<file path="src/rtl/motor_pkg.sv">
// Shared definitions for the motor PWM blocks: state encodings and ratio sizing.
package motor_pkg;

    localparam int unsigned PWM_PERIOD_TICKS = 256;
    localparam int unsigned PWM_RATIO_W      = 8;

    typedef enum logic [1:0] {
        PWM_IDLE     = 2'd0,
        PWM_RUN      = 2'd1,
        PWM_DEADTIME = 2'd2
    } pwm_state_t;

    typedef logic [PWM_RATIO_W-1:0] pwm_ratio_t;

endpackage

</file>
<file path="src/rtl/pwm_ratio_driver_if.sv">
// Request/acknowledge bus between the angle controller and the PWM ratio driver.
interface pwm_ratio_driver_if;
    import motor_pkg::*;

    logic       pwm_enable;
    logic       pwm_update;
    pwm_ratio_t pwm_ratio;
    logic       pwm_direction;
    logic       pwm_done;

    modport master (
        output pwm_enable,
        output pwm_update,
        output pwm_ratio,
        output pwm_direction,
        input  pwm_done
    );

    modport slave (
        input  pwm_enable,
        input  pwm_update,
        input  pwm_ratio,
        input  pwm_direction,
        output pwm_done
    );

endinterface

</file>
<file path="src/rtl/pwm_prescaler.sv">
// Tick generator: one tick every PRESCALE clocks, restartable by a synchronous clear.
module pwm_prescaler #(
    parameter int unsigned PRESCALE = 4
) (
    input  logic clock,
    input  logic reset_n,
    input  logic clear,
    output logic tick_c
);

    localparam int unsigned PRE_W = $clog2(PRESCALE + 1);
    localparam logic [PRE_W-1:0] PRE_LAST = PRE_W'(PRESCALE - 1);

    logic [PRE_W-1:0] pre_cnt;

    assign tick_c = (pre_cnt == PRE_LAST);

    // Count 0..PRESCALE-1; clear holds the count at zero.
    always_ff @(posedge clock or negedge reset_n) begin
        if (!reset_n) begin
            pre_cnt <= '0;
        end else if (clear || tick_c) begin
            pre_cnt <= '0;
        end else begin
            pre_cnt <= pre_cnt + PRE_W'(1);
        end
    end

endmodule

</file>
<file path="src/rtl/pwm_ratio_driver.sv">
// PWM ratio driver: boundary-sampled ratio/direction, dead time on reversal, done pulse per load.
module pwm_ratio_driver
    import motor_pkg::*;
#(
    parameter int unsigned PRESCALE         = 4,
    parameter int unsigned DEADTIME_PERIODS = 2
) (
    input  logic                     clock,
    input  logic                     reset_n,
    pwm_ratio_driver_if.slave        bus,
    output logic                     pwm_out,
    output logic                     dir_out,
    output pwm_ratio_t               active_ratio
);

    localparam int unsigned DT_W = $clog2(DEADTIME_PERIODS + 1);
    localparam logic [DT_W-1:0] DT_LAST = DT_W'(DEADTIME_PERIODS - 1);
    localparam pwm_ratio_t CNT_LAST = PWM_RATIO_W'(PWM_PERIOD_TICKS - 1);

    pwm_state_t       state;
    pwm_ratio_t       cnt;
    logic [DT_W-1:0]  dt_cnt;
    logic             tick_c;
    logic             clear_c;
    logic             boundary_c;

    // Prescaler is held at zero while idle or being disabled so a new run starts cleanly.
    assign clear_c    = (state == PWM_IDLE) || !bus.pwm_enable;
    assign boundary_c = tick_c && (cnt == CNT_LAST);

    pwm_prescaler #(
        .PRESCALE (PRESCALE)
    ) u_prescaler (
        .clock   (clock),
        .reset_n (reset_n),
        .clear   (clear_c),
        .tick_c  (tick_c)
    );

    // FSM, period counter, active ratio, dead-time counter and registered outputs.
    always_ff @(posedge clock or negedge reset_n) begin
        if (!reset_n) begin
            state        <= PWM_IDLE;
            cnt          <= '0;
            dt_cnt       <= '0;
            active_ratio <= '0;
            pwm_out      <= 1'b0;
            dir_out      <= 1'b0;
            bus.pwm_done <= 1'b0;
        end else begin
            bus.pwm_done <= 1'b0;
            if (!bus.pwm_enable) begin
                // Disable wins over any boundary event; dir_out is kept.
                state        <= PWM_IDLE;
                cnt          <= '0;
                dt_cnt       <= '0;
                active_ratio <= '0;
                pwm_out      <= 1'b0;
            end else begin
                case (state)
                    PWM_IDLE: begin
                        cnt          <= '0;
                        dt_cnt       <= '0;
                        active_ratio <= '0;
                        pwm_out      <= 1'b0;
                        state        <= PWM_RUN;
                    end
                    PWM_RUN: begin
                        pwm_out <= (cnt < active_ratio);
                        if (tick_c) begin
                            cnt <= cnt + PWM_RATIO_W'(1);
                        end
                        if (boundary_c && bus.pwm_update) begin
                            if (bus.pwm_direction == dir_out) begin
                                active_ratio <= bus.pwm_ratio;
                                bus.pwm_done <= 1'b1;
                            end else begin
                                state        <= PWM_DEADTIME;
                                dt_cnt       <= '0;
                                active_ratio <= '0;
                            end
                        end
                    end
                    PWM_DEADTIME: begin
                        pwm_out <= 1'b0;
                        if (tick_c) begin
                            cnt <= cnt + PWM_RATIO_W'(1);
                        end
                        if (boundary_c) begin
                            if (dt_cnt == DT_LAST) begin
                                dir_out      <= bus.pwm_direction;
                                active_ratio <= bus.pwm_ratio;
                                bus.pwm_done <= 1'b1;
                                dt_cnt       <= '0;
                                state        <= PWM_RUN;
                            end else begin
                                dt_cnt <= dt_cnt + DT_W'(1);
                            end
                        end
                    end
                    default: begin
                        state <= PWM_IDLE;
                    end
                endcase
            end
        end
    end

endmodule

</file>
<file path="src/flat_wrapper.sv">
// flat-port wrapper written by rule: the top's interface ports become plain ports
module pwm_ratio_driver_flat import motor_pkg::*;
#(
    parameter int unsigned PRESCALE         = 4,
    parameter int unsigned DEADTIME_PERIODS = 2
)
  (clock, reset_n, pwm_out, dir_out, active_ratio, bus_pwm_enable, bus_pwm_update, bus_pwm_ratio, bus_pwm_direction, bus_pwm_done);
  pwm_ratio_driver_if bus_i ();
  input  logic clock;
  input  logic reset_n;
  output logic pwm_out;
  output logic dir_out;
  output pwm_ratio_t active_ratio;
  input wire logic [$bits(bus_i.pwm_enable)-1:0] bus_pwm_enable;
  input wire logic [$bits(bus_i.pwm_update)-1:0] bus_pwm_update;
  input wire logic [$bits(bus_i.pwm_ratio)-1:0] bus_pwm_ratio;
  input wire logic [$bits(bus_i.pwm_direction)-1:0] bus_pwm_direction;
  output wire logic [$bits(bus_i.pwm_done)-1:0] bus_pwm_done;
  assign bus_i.pwm_enable = bus_pwm_enable;
  assign bus_i.pwm_update = bus_pwm_update;
  assign bus_i.pwm_ratio = bus_pwm_ratio;
  assign bus_i.pwm_direction = bus_pwm_direction;
  assign bus_pwm_done = bus_i.pwm_done;
  pwm_ratio_driver #(.PRESCALE(PRESCALE), .DEADTIME_PERIODS(DEADTIME_PERIODS)) u_core (.clock(clock), .reset_n(reset_n), .bus(bus_i), .pwm_out(pwm_out), .dir_out(dir_out), .active_ratio(active_ratio));
endmodule
</file>
<file path="config.mk">
export PLATFORM = sky130hd
export DESIGN_NAME = pwm_ratio_driver_flat
export DESIGN_NICKNAME = d
export VERILOG_FILES = /design/src/rtl/motor_pkg.sv /design/src/rtl/pwm_ratio_driver_if.sv /design/src/rtl/pwm_prescaler.sv /design/src/rtl/pwm_ratio_driver.sv /design/src/flat_wrapper.sv
export SDC_FILE = /design/constraint.sdc
export NUM_CORES = 1
export LEC_CHECK = 0
export CORE_MARGIN = 2
export CORE_UTILIZATION = 57
export DETAILED_ROUTE_END_ITERATION = 7
export GPL_TIMING_DRIVEN = 0
export MAX_ROUTING_LAYER = met4
export PLACE_DENSITY = 0.95
export SETUP_SLACK_MARGIN = 0.02
export SKIP_LAST_GASP = 1
export SLEW_MARGIN = 20
export SYNTH_ARGS = -nofsm -noshare
export SYNTH_HDL_FRONTEND = slang
export SYNTH_SLANG_ARGS = --single-unit
</file>
<file path="constraint.sdc">
create_clock -name clock -period 5.55 [get_ports clock]
set_input_delay 0.8325 -clock clock [delete_from_list [all_inputs] [get_ports clock]]
set_output_delay 0.8325 -clock clock [all_outputs]
set_load 0.02 [all_outputs]
</file>
==> results of run 1 <==
[cell usage in the layout, fill, tap and decap left out, types with 3 or more instances in the layout]
cell type,Yosys,layout
nand3_1,5,5
buf_6,3,3
inv_1,14,14
nor2b_1,3,3
dfrtp_1,26,26
a21oi_1,6,6
clkbuf_4,0,3
xnor2_1,4,4
nand2_1,19,19
a31oi_1,4,4
nor3_1,6,6
clkdlybuf4s50_1,0,22
nor3b_1,3,3
nor2_1,13,13
nand2b_1,4,4
ha_1,14,14
clkbuf_1,3,3
mux2i_1,9,9
o21ai_0,3,3
[sequential cells by signal (all words and copies together), names as in the netlist]
register,flops
u_core.active_ratio,8
u_core.cnt,8
u_core.u_prescaler.pre_cnt,3
u_core.dt_cnt,2
u_core.state,2
u_core.bus.pwm_done,1
u_core.dir_out,1
u_core.pwm_out,1
[cell type report]
cell class	count	area [µm²]
Fill cell	201	823.3
Tap cell	31	38.79
Multi-Input combinational cell	122	852.1
Sequential cell	26	650.6
Inverter	14	52.55
Buffer	6	45.04
Clock buffer	3	22.52
Timing Repair Buffer	23	225.2
[kinds of logic (layout without fill, tap and decap cells)]
group                    after synthesis  in the layout
XOR/XNOR                               6              6
flip-flops                            26             26
AO/OA/AOI/OAI                         28             28
adder cells (fa/ha/maj)               14             14
multiplexers                          11             11
buffers and inverters                 20             46
AND/OR/NAND/NOR                       63             63
[worst paths after layout]
path	to	slack, ns	depth (start not counted)
setup / recovery	u_core.active_ratio[4]	2.80	6
hold / removal	u_core.u_prescaler.pre_cnt[0]	0.47	1
setup reg to reg	u_core.active_ratio[4]	3.08	7
hold reg to reg	u_core.u_prescaler.pre_cnt[0]	0.47	1
max in group asynchronous	u_core.cnt[1]	4.69	1
min in group asynchronous	u_core.active_ratio[5]	0.48	1
[where the power goes]
part           switching, mW  internal, mW  total, mW
Clock                 0.0536        0.0254     0.0790
Combinational         0.0937        0.0627      0.156
Sequential           0.00602         0.199      0.205
Total                  0.153         0.287      0.440
[routing by layer]
metal  track usage, %  vias to the layer above  part of all wire, %
met3            3.401                        6                  3.9
met4            8.306                        0                  1.7
li1                 -                      644                    -
met2            42.36                       37                   51
met5                -                        -                    0
met1            31.92                      650                   43
==> impl_metrics.tcl, run 1 <==
set metrics [dict create \
    status "finished, final reports clean" \
    placed_area_um2 1869 \
    instances_no_fill 225 \
    grtUsageTotal_pct 25.38 \
    synthTopCellsByArea "dfrtp_1 (41%), ha_1 (11%), mux2i_1 (5.6%)" \
    fp.coreArea_um2 2710 \
    holdBufCountCts 0 \
    post_cts_buffers 0 \
    netlist_instances 168 \
    netlist_area_um2 1600 \
    drt_iter0_markers 56 \
    fin_util_pct 69.62 \
    synth_compound_area_share_pct 12.28 \
    max_cap_violations 0 \
    synthXorXnorAreaFrac_pct 3.284 \
    ios 24 \
    gp_congestion 0.8358 \
    period_share_pct 49.61 \
    setup.worst_path.end_class "flop" \
    clock_latency_ns 0.32 \
    timing.final.max_slew_violations 0 \
    antenna_found_initial 0 \
    htree_levels 1 \
    syn2layout_area_growth_pct 17.90 \
    max-slew-margin-rel_pct 35.76 \
    yosys.area_share.adder_pct 10.95 \
    crit_slowest_cell "o31ai_1" \
    skew_ns 0.005303 \
    antenna_cells 0 \
    dr.pass1.iters 4 \
    syn_area_per_cell_um2 9.526 \
    cts_sinks 26 \
    grt_pass1_vias 1379 \
    r2r_start "u_core.state[1]" \
    place_ws_ns 2.471 \
    yosys.cell_types.count 39 \
    cp_top_family "compound AO/OA/AOI/OAI gates" \
    path_max_fanout 10 \
    setup.worst_path.class "input pin to flop" \
    drive_gt1_share_pct 7.732 \
    ys_async_sr_fraction_pct 100.0 \
    muxShareOfSynthArea_pct 7.037 \
    finalCriticalPeriod_ns 2.753 \
    initial_core_util_pct 59.05 \
    setup_tns_ns 0 \
    ctsResizeCount 0 \
    synth_top_cell_area_share_pct 40.66 \
    yosys.area_share.simple_pct 19.70 \
    vdd_drop_max_mv 0.2121 \
    die_area_um2 3247 \
    crit_chain "clkdlybuf4s50_1, clkbuf_1, nand2_1, o31ai_1, nand2_1, mux2i_1" \
    root_buffer "clkbuf_4" \
    rsz0062_at_grt "false" \
    yosysMostFrequentCell "dfrtp_1" \
    die_w_um 56.99 \
    fmax_ghz 0.3632 \
    min-delay-start "u_core.u_prescaler.pre_cnt[0]" \
    startpoint "bus_pwm_enable" \
    vias_per_cell 5.942 \
    worst_path_most_repeated_cell "nand2_1" \
    drt-total-wl_um 3506 \
    grt_max_degree 27 \
    hold_path.class "flop to flop" \
    path_clk_slew_ns 0.13 \
    placed_cells 222 \
    synth-seq-area-share_pct 40.66 \
    arrival_ns 3.00 \
    port_buffers 23 \
    drc_errors 0 \
    synth_area_leader_cell "dfrtp_1" \
    hold_viol_final 0 \
    finalWorstSetupSlack_ns 2.797 \
    clk_path_buf_depth 2 \
    rows 19 \
    tightest_slew_ns 0.9554 \
    setup_viol 0 \
    critical_path_buf_inv_count 2 \
    cp-start-kind "input pin" \
    finalHoldWorstSlack_ns 0.4654 \
    ys.flop_type "dfrtp_1" \
    ant_nets 0 \
    leakage_nw 0.8146 \
    power_mw 0.4400 \
    crit_required_ns 5.80 \
    powerDensity_nw_per_um2 233.2 \
    dp_hpwl_um 2786 \
    post_drt_wl_per_cell_um 15.58 \
    grt_overflow_total 0 \
    ys_top_cells_by_count "dfrtp_1 (26), nand2_1 (19), ha_1 (14), inv_1 (14), nor2_1 (13)" \
    ys_warn_count 0 \
    synthesis.nets 195 \
    synth-seq-cells 26 \
    cts-buffers-inserted 3 \
    synth_top_family_by_area "simple AND/OR/NAND/NOR gates" \
    postLayoutCellArea_um2 1887 \
    max_stage_delay_ns 0.83 \
    synth_edf_count 0 \
    grt_pass1_wl_um 6313 \
    cts_tree "yes" \
    nets 223 \
    die_y_um 56.99 \
    routed-via-count 1337 \
]
Power figures use the tool's default switching activity.
==> run 2, diff against run 1 <==
--- a/config.mk
+++ b/config.mk
@@ -6,11 +6,11 @@
 export NUM_CORES = 1
 export LEC_CHECK = 0
 export CORE_MARGIN = 2
-export CORE_UTILIZATION = 57
+export CORE_UTILIZATION = 53
 export DETAILED_ROUTE_END_ITERATION = 7
 export GPL_TIMING_DRIVEN = 0
 export MAX_ROUTING_LAYER = met4
-export PLACE_DENSITY = 0.95
+export PLACE_DENSITY = 0.9
 export SETUP_SLACK_MARGIN = 0.02
 export SKIP_LAST_GASP = 1
 export SLEW_MARGIN = 20
==> constraint.sdc (replaced) <==
create_clock -name clock -period 2.7 [get_ports clock]
set_input_delay 0.405 -clock clock [delete_from_list [all_inputs] [get_ports clock]]
set_output_delay 0.405 -clock clock [all_outputs]
set_load 0.02 [all_outputs]
==> run 2 against run 1 <==
- via count grew 0.90%
- first-iteration DRC count shrank 48%
- utilization shrank 1.9 points
- largest power group unchanged
==> impl_metrics.tcl, run 2 (synthesis gave the netlist of run 1 again) <==
set metrics [dict create \
    die_y_um 58.95 \
    drt-total-wl_um 3468 \
    ios 24 \
    hold_path.class "input pin to asynchronous set/reset pin" \
    grtUsageTotal_pct 23.06 \
    mostFrequentLayoutCells "dfrtp_1 (26), clkdlybuf4s50_1 (22), nand2_1 (19), inv_1 (14), ha_1 (14)" \
    fillers 223 \
    die_w_um 58.95 \
    crit_required_ns 2.95 \
    path_max_fanout 8 \
    p_int_mw 0.6203 \
    cp-start-kind "flop" \
    rsz0062_at_grt "false" \
    setup_tns_ns 0 \
    vias_per_cell 5.969 \
    reg_top3 "u_core.active_ratio x8, u_core.cnt x8, u_core.u_prescaler.pre_cnt x3" \
    clk_path_buf_depth 2 \
    skew_ns 0.004223 \
    cts-buffers-inserted 3 \
    path_clk_slew_ns 0.14 \
    finalWorstSetupSlack_ns 0.2493 \
    vdd_drop_max_mv 0.3287 \
    dp_hpwl_um 2661 \
    htree_levels 1 \
    dr.pass1.iters 4 \
    layout.cells.most_common "dfrtp_1" \
    ctsResizeCount 0 \
    routed-via-count 1349 \
    holdBufCountCts 0 \
    multi_input_area_um2 852.1 \
    leakage_nw 0.8218 \
    syn2layout_area_growth_pct 18.76 \
    p_sw_mw 0.3232 \
    antenna_cells 0 \
    finalHoldWorstSlack_ns 0.05770 \
    grt_max_degree 27 \
    clock_latency_ns 0.32 \
    initial_core_util_pct 57.05 \
    antenna_found_initial 0 \
    timing.final.max_slew_violations 0 \
    p_seq_share_pct 44.7 \
    postLayoutCellArea_um2 1901 \
    period_share_pct 90.77 \
    rows 19 \
    max-slew-margin-rel_pct 33.31 \
    fmax_ghz 0.4081 \
    die_area_um2 3475 \
    grt_pass1_wl_um 5947 \
    drt_iter0_markers 29 \
    p_sw_share_pct 34.25 \
    finalCriticalPeriod_ns 2.451 \
    max_cap_violations 0 \
    setup.worst_path.end_class "flop" \
    post_cts_buffers 0 \
    cts_sinks 26 \
    fp.coreArea_um2 2805 \
    seq_area_um2 650.6 \
    clkPwrFrac_pct 20.9 \
    nets 223 \
    tightest_slew_ns 0.9919 \
    powerDensity_nw_per_um2 496.4 \
    placed_area_um2 1864 \
    arrival_ns 2.70 \
    p_comb_share_pct 34.4 \
    place_ws_ns 0.05709 \
    setup.worst_path.class "flop to flop" \
    status "finished, final reports clean" \
    gp_congestion 0.9313 \
    ant_nets 0 \
    post_drt_wl_per_cell_um 15.35 \
    drive_gt1_share_pct 8.205 \
    hold_viol_final 0 \
    grt_overflow_total 0 \
    grt_pass1_vias 1392 \
    drc_errors 0 \
    cts_tree "yes" \
    setup_viol 0 \
    fin_util_pct 67.75 \
    port_buffers 23 \
    root_buffer "clkbuf_4" \
]
run 2: cell count changes in the layout (fill, tap and decap cells not counted):
cell	before	now
clkbuf_8	0	1
run 2: worst max-delay path, cell delays in order (launching register included):
cell and delay, ns:
dfrtp_1 0.41, inv_1 0.09, ha_1 0.28, clkbuf_1 0.27
nand2_1 0.16, o31ai_1 0.85, nand2_1 0.15, mux2i_1 0.17
run 2: cell type report:
| cell class | count | area share, % |
|---|---|---|
| clock buffers | 4 | 1.909 |
| multi-input cells | 122 | 44.83 |
| repair buffers | 23 | 11.85 |
| well taps | 31 | 2.041 |
| inverters | 14 | 2.765 |
| plain buffers | 6 | 2.370 |
| flip-flops and latches | 26 | 34.23 |
run 2: layer usage:
layer | share of wire [%] | up-vias | GRT usage, %
met3 | 2.7 | 6 | 2.198
met1 | 44 | 667 | 28.19
met4 | 1.7 | 0 | 7.792
met2 | 52 | 30 | 39.84
li1 | - | 646 | -
met5 | 0 | - | -
run 2: metrics by stage:
| stage | power [mW] | cells |
|---|---|---|
| 2_1_floorplan | 0.6519 | 168 |
| 3_3_place_gp | 0.7317 | 222 |
| 3_5_place_dp | 0.7504 | 222 |
| 4_1_cts | 0.9482 | 226 |
| 5_1_grt | 0.9977 | 226 |
| 6_report | 0.9435 | 226 |
run 2: worst paths after layout:
| path | start | to | slack (ns) | cells past startpoint |
|---|---|---|---|---|
| worst max-delay path | u_core.state[0] | u_core.active_ratio[1] | 0.25 | 7 |
| worst max register to register | u_core.state[0] | u_core.active_ratio[1] | 0.25 | 7 |
| worst min register to register | u_core.u_prescaler.pre_cnt[0] | u_core.u_prescaler.pre_cnt[0] | 0.47 | 1 |
| worst min-delay path | reset_n | u_core.active_ratio[7] | 0.06 | 1 |
| max in group asynchronous | reset_n | u_core.u_prescaler.pre_cnt[0] | 2.25 | 1 |
| min in group clock | u_core.u_prescaler.pre_cnt[0] | u_core.u_prescaler.pre_cnt[0] | 0.47 | 1 |
run 2: power by group through the flow:
stage / clock [mW] / combinational [mW] / sequential, mW
after CTS: 0.204 / 0.323 / 0.422
after global routing: 0.215 / 0.357 / 0.425
after floorplan: 0 / 0.217 / 0.435
after detailed placement: 0 / 0.321 / 0.429
after global placement: 0 / 0.305 / 0.427
final: 0.198 / 0.324 / 0.421
==> run 3, diff against run 2 <==
--- a/config.mk
+++ b/config.mk
@@ -6,11 +6,11 @@
 export NUM_CORES = 1
 export LEC_CHECK = 0
 export CORE_MARGIN = 2
-export CORE_UTILIZATION = 53
+export CORE_UTILIZATION = 40
 export DETAILED_ROUTE_END_ITERATION = 7
 export GPL_TIMING_DRIVEN = 0
 export MAX_ROUTING_LAYER = met4
-export PLACE_DENSITY = 0.9
+export PLACE_DENSITY = 0.74
 export SETUP_SLACK_MARGIN = 0.02
 export SKIP_LAST_GASP = 1
 export SLEW_MARGIN = 20
==> run 3 against run 2 <==
- utilization is 16 points lower
- non-clock buffer count stayed put
- power is 0.72% higher
- clock-buffer cell count is 1 lower
- combinational power is 2% lower
==> impl_metrics.tcl, run 3 (synthesis gave the netlist of run 1 again) <==
set metrics [dict create \
    vdd_drop_max_mv 0.3830 \
    max_cap_violations 0 \
    cts-buffers-inserted 3 \
    grt_pass1_wl_um 5278 \
    nets 223 \
    cts_sinks 26 \
    setup.worst_path.end_class "flop" \
    setup_viol 0 \
    path_max_fanout 8 \
    antenna_cells 0 \
    grt_pass1_vias 1163 \
    setup_tns_ns 0 \
    finalWorstSetupSlack_ns 0.4534 \
    grt_overflow_total 0 \
    placed_area_um2 1886 \
    hold_viol_final 0 \
    reg_top3 "u_core.active_ratio x8, u_core.cnt x8, u_core.u_prescaler.pre_cnt x3" \
    period_share_pct 83.21 \
    gp_congestion 0.9146 \
    clock_latency_ns 0.26 \
    dp_hpwl_um 2387 \
    powerDensity_nw_per_um2 491.9 \
    fillers 381 \
    rsz0062_at_grt "false" \
    mostFrequentLayoutCells "dfrtp_1 (26), clkdlybuf4s50_1 (22), nand2_1 (19), inv_1 (14), ha_1 (14)" \
    ant_nets 0 \
    rows 22 \
    fp.coreArea_um2 3744 \
    skew_ns 0.003097 \
    port_buffers 23 \
    arrival_ns 2.40 \
    cp-start-kind "flop" \
    tightest_slew_ns 0.7057 \
    syn2layout_area_growth_pct 20.72 \
    die_y_um 67.25 \
    post_cts_buffers 0 \
    path_clk_slew_ns 0.08 \
    leakage_nw 0.8244 \
    post_drt_wl_per_cell_um 12.70 \
    r2r_start "u_core.state[0]" \
    cts_tree "yes" \
    place_ws_ns 0.01996 \
    fmax_ghz 0.4451 \
    htree_levels 1 \
    ios 24 \
    grtUsageTotal_pct 15.93 \
    dr.pass1.iters 4 \
    crit_required_ns 2.85 \
    seq_area_um2 650.6 \
    drt_iter0_markers 57 \
    setup.worst_path.class "flop to flop" \
    postLayoutCellArea_um2 1932 \
    initial_core_util_pct 42.75 \
    max-slew-margin-rel_pct 52.67 \
    root_buffer "clkbuf_8" \
    antenna_found_initial 0 \
    die_w_um 67.25 \
    grt_max_degree 27 \
    status "finished, final reports clean" \
    layout.cells.most_common "dfrtp_1" \
    vias_per_cell 5.227 \
    drc_errors 0 \
    drive_gt1_share_pct 8.247 \
    routed-via-count 1265 \
    timing.final.max_slew_violations 0 \
    multi_input_area_um2 857.1 \
    die_area_um2 4523 \
    hold_path.class "input pin to asynchronous set/reset pin" \
    startpoint "u_core.state[0]" \
    finalCriticalPeriod_ns 2.247 \
    drt-total-wl_um 3074 \
    clk_path_buf_depth 2 \
]
## run 3: changes by cell type in the layout (fill, tap and decap cells not counted), sizes merged
cell,previous run,this run
clkbuf,7,6
## run 3: final timing paths
path / depth (start not counted) / endpoint / slack (ns)
hold / removal: 1 / u_core.active_ratio[5] / 0.12
setup / recovery: 7 / u_core.cnt[7] / 0.45
setup reg to reg: 7 / u_core.cnt[7] / 0.45
max in group asynchronous: 1 / u_core.active_ratio[0] / 2.21
hold reg to reg: 1 / u_core.u_prescaler.pre_cnt[0] / 0.45
min in group clock: 1 / u_core.u_prescaler.pre_cnt[0] / 0.45
## run 3: what timing repair did
item                                    CTS  global route
resized for setup                         0             1
hold buffers                              0             0
endpoints found under the setup margin    0             5
## run 3: cell type report
type,instances,area share [%]
Sequential cell,26,33.68
Timing Repair Buffer,23,11.66
Multi-Input combinational cell,122,44.37
Clock buffer,3,2.137
Tap cell,48,3.109
Buffer,6,2.332
Inverter,14,2.720
## run 3: per-stage QoR
stage          utilization [%]  total power, mW  instances  hold slack [ns]
3_3_place_gp             50.50           0.7397        239           0.4306
5_1_grt                  51.60            1.013        242           0.1713
2_1_floorplan                -           0.6519        168           0.1094
3_5_place_dp             50.37           0.7437        239           0.4373
6_report                 51.60           0.9503        242           0.1189
4_1_cts                  51.47           0.9584        242           0.1383
## run 3: metal layers
layer / routed length [µm] / track usage (%)
met5: 0 / -
met4: 31 / 3.061
met3: 135 / 3.500
met2: 1331 / 23.51
met1: 1576 / 22.66
## run 3: worst max-delay path, cell delays in order (launching register included)
cell,delay (ns)
dfrtp_1,0.38
inv_1,0.09
ha_1,0.29
clkbuf_1,0.19
nand2b_1,0.29
a311oi_1,0.60
a31o_2,0.23
a21oi_1,0.05
## run 3: report_power, final
group	leakage (nW)	switching, mW	internal (mW)
clock	0.0216	0.112	0.0998
combinational	0.442	0.189	0.129
sequential	0.361	0.0124	0.408
total	0.824	0.313	0.637
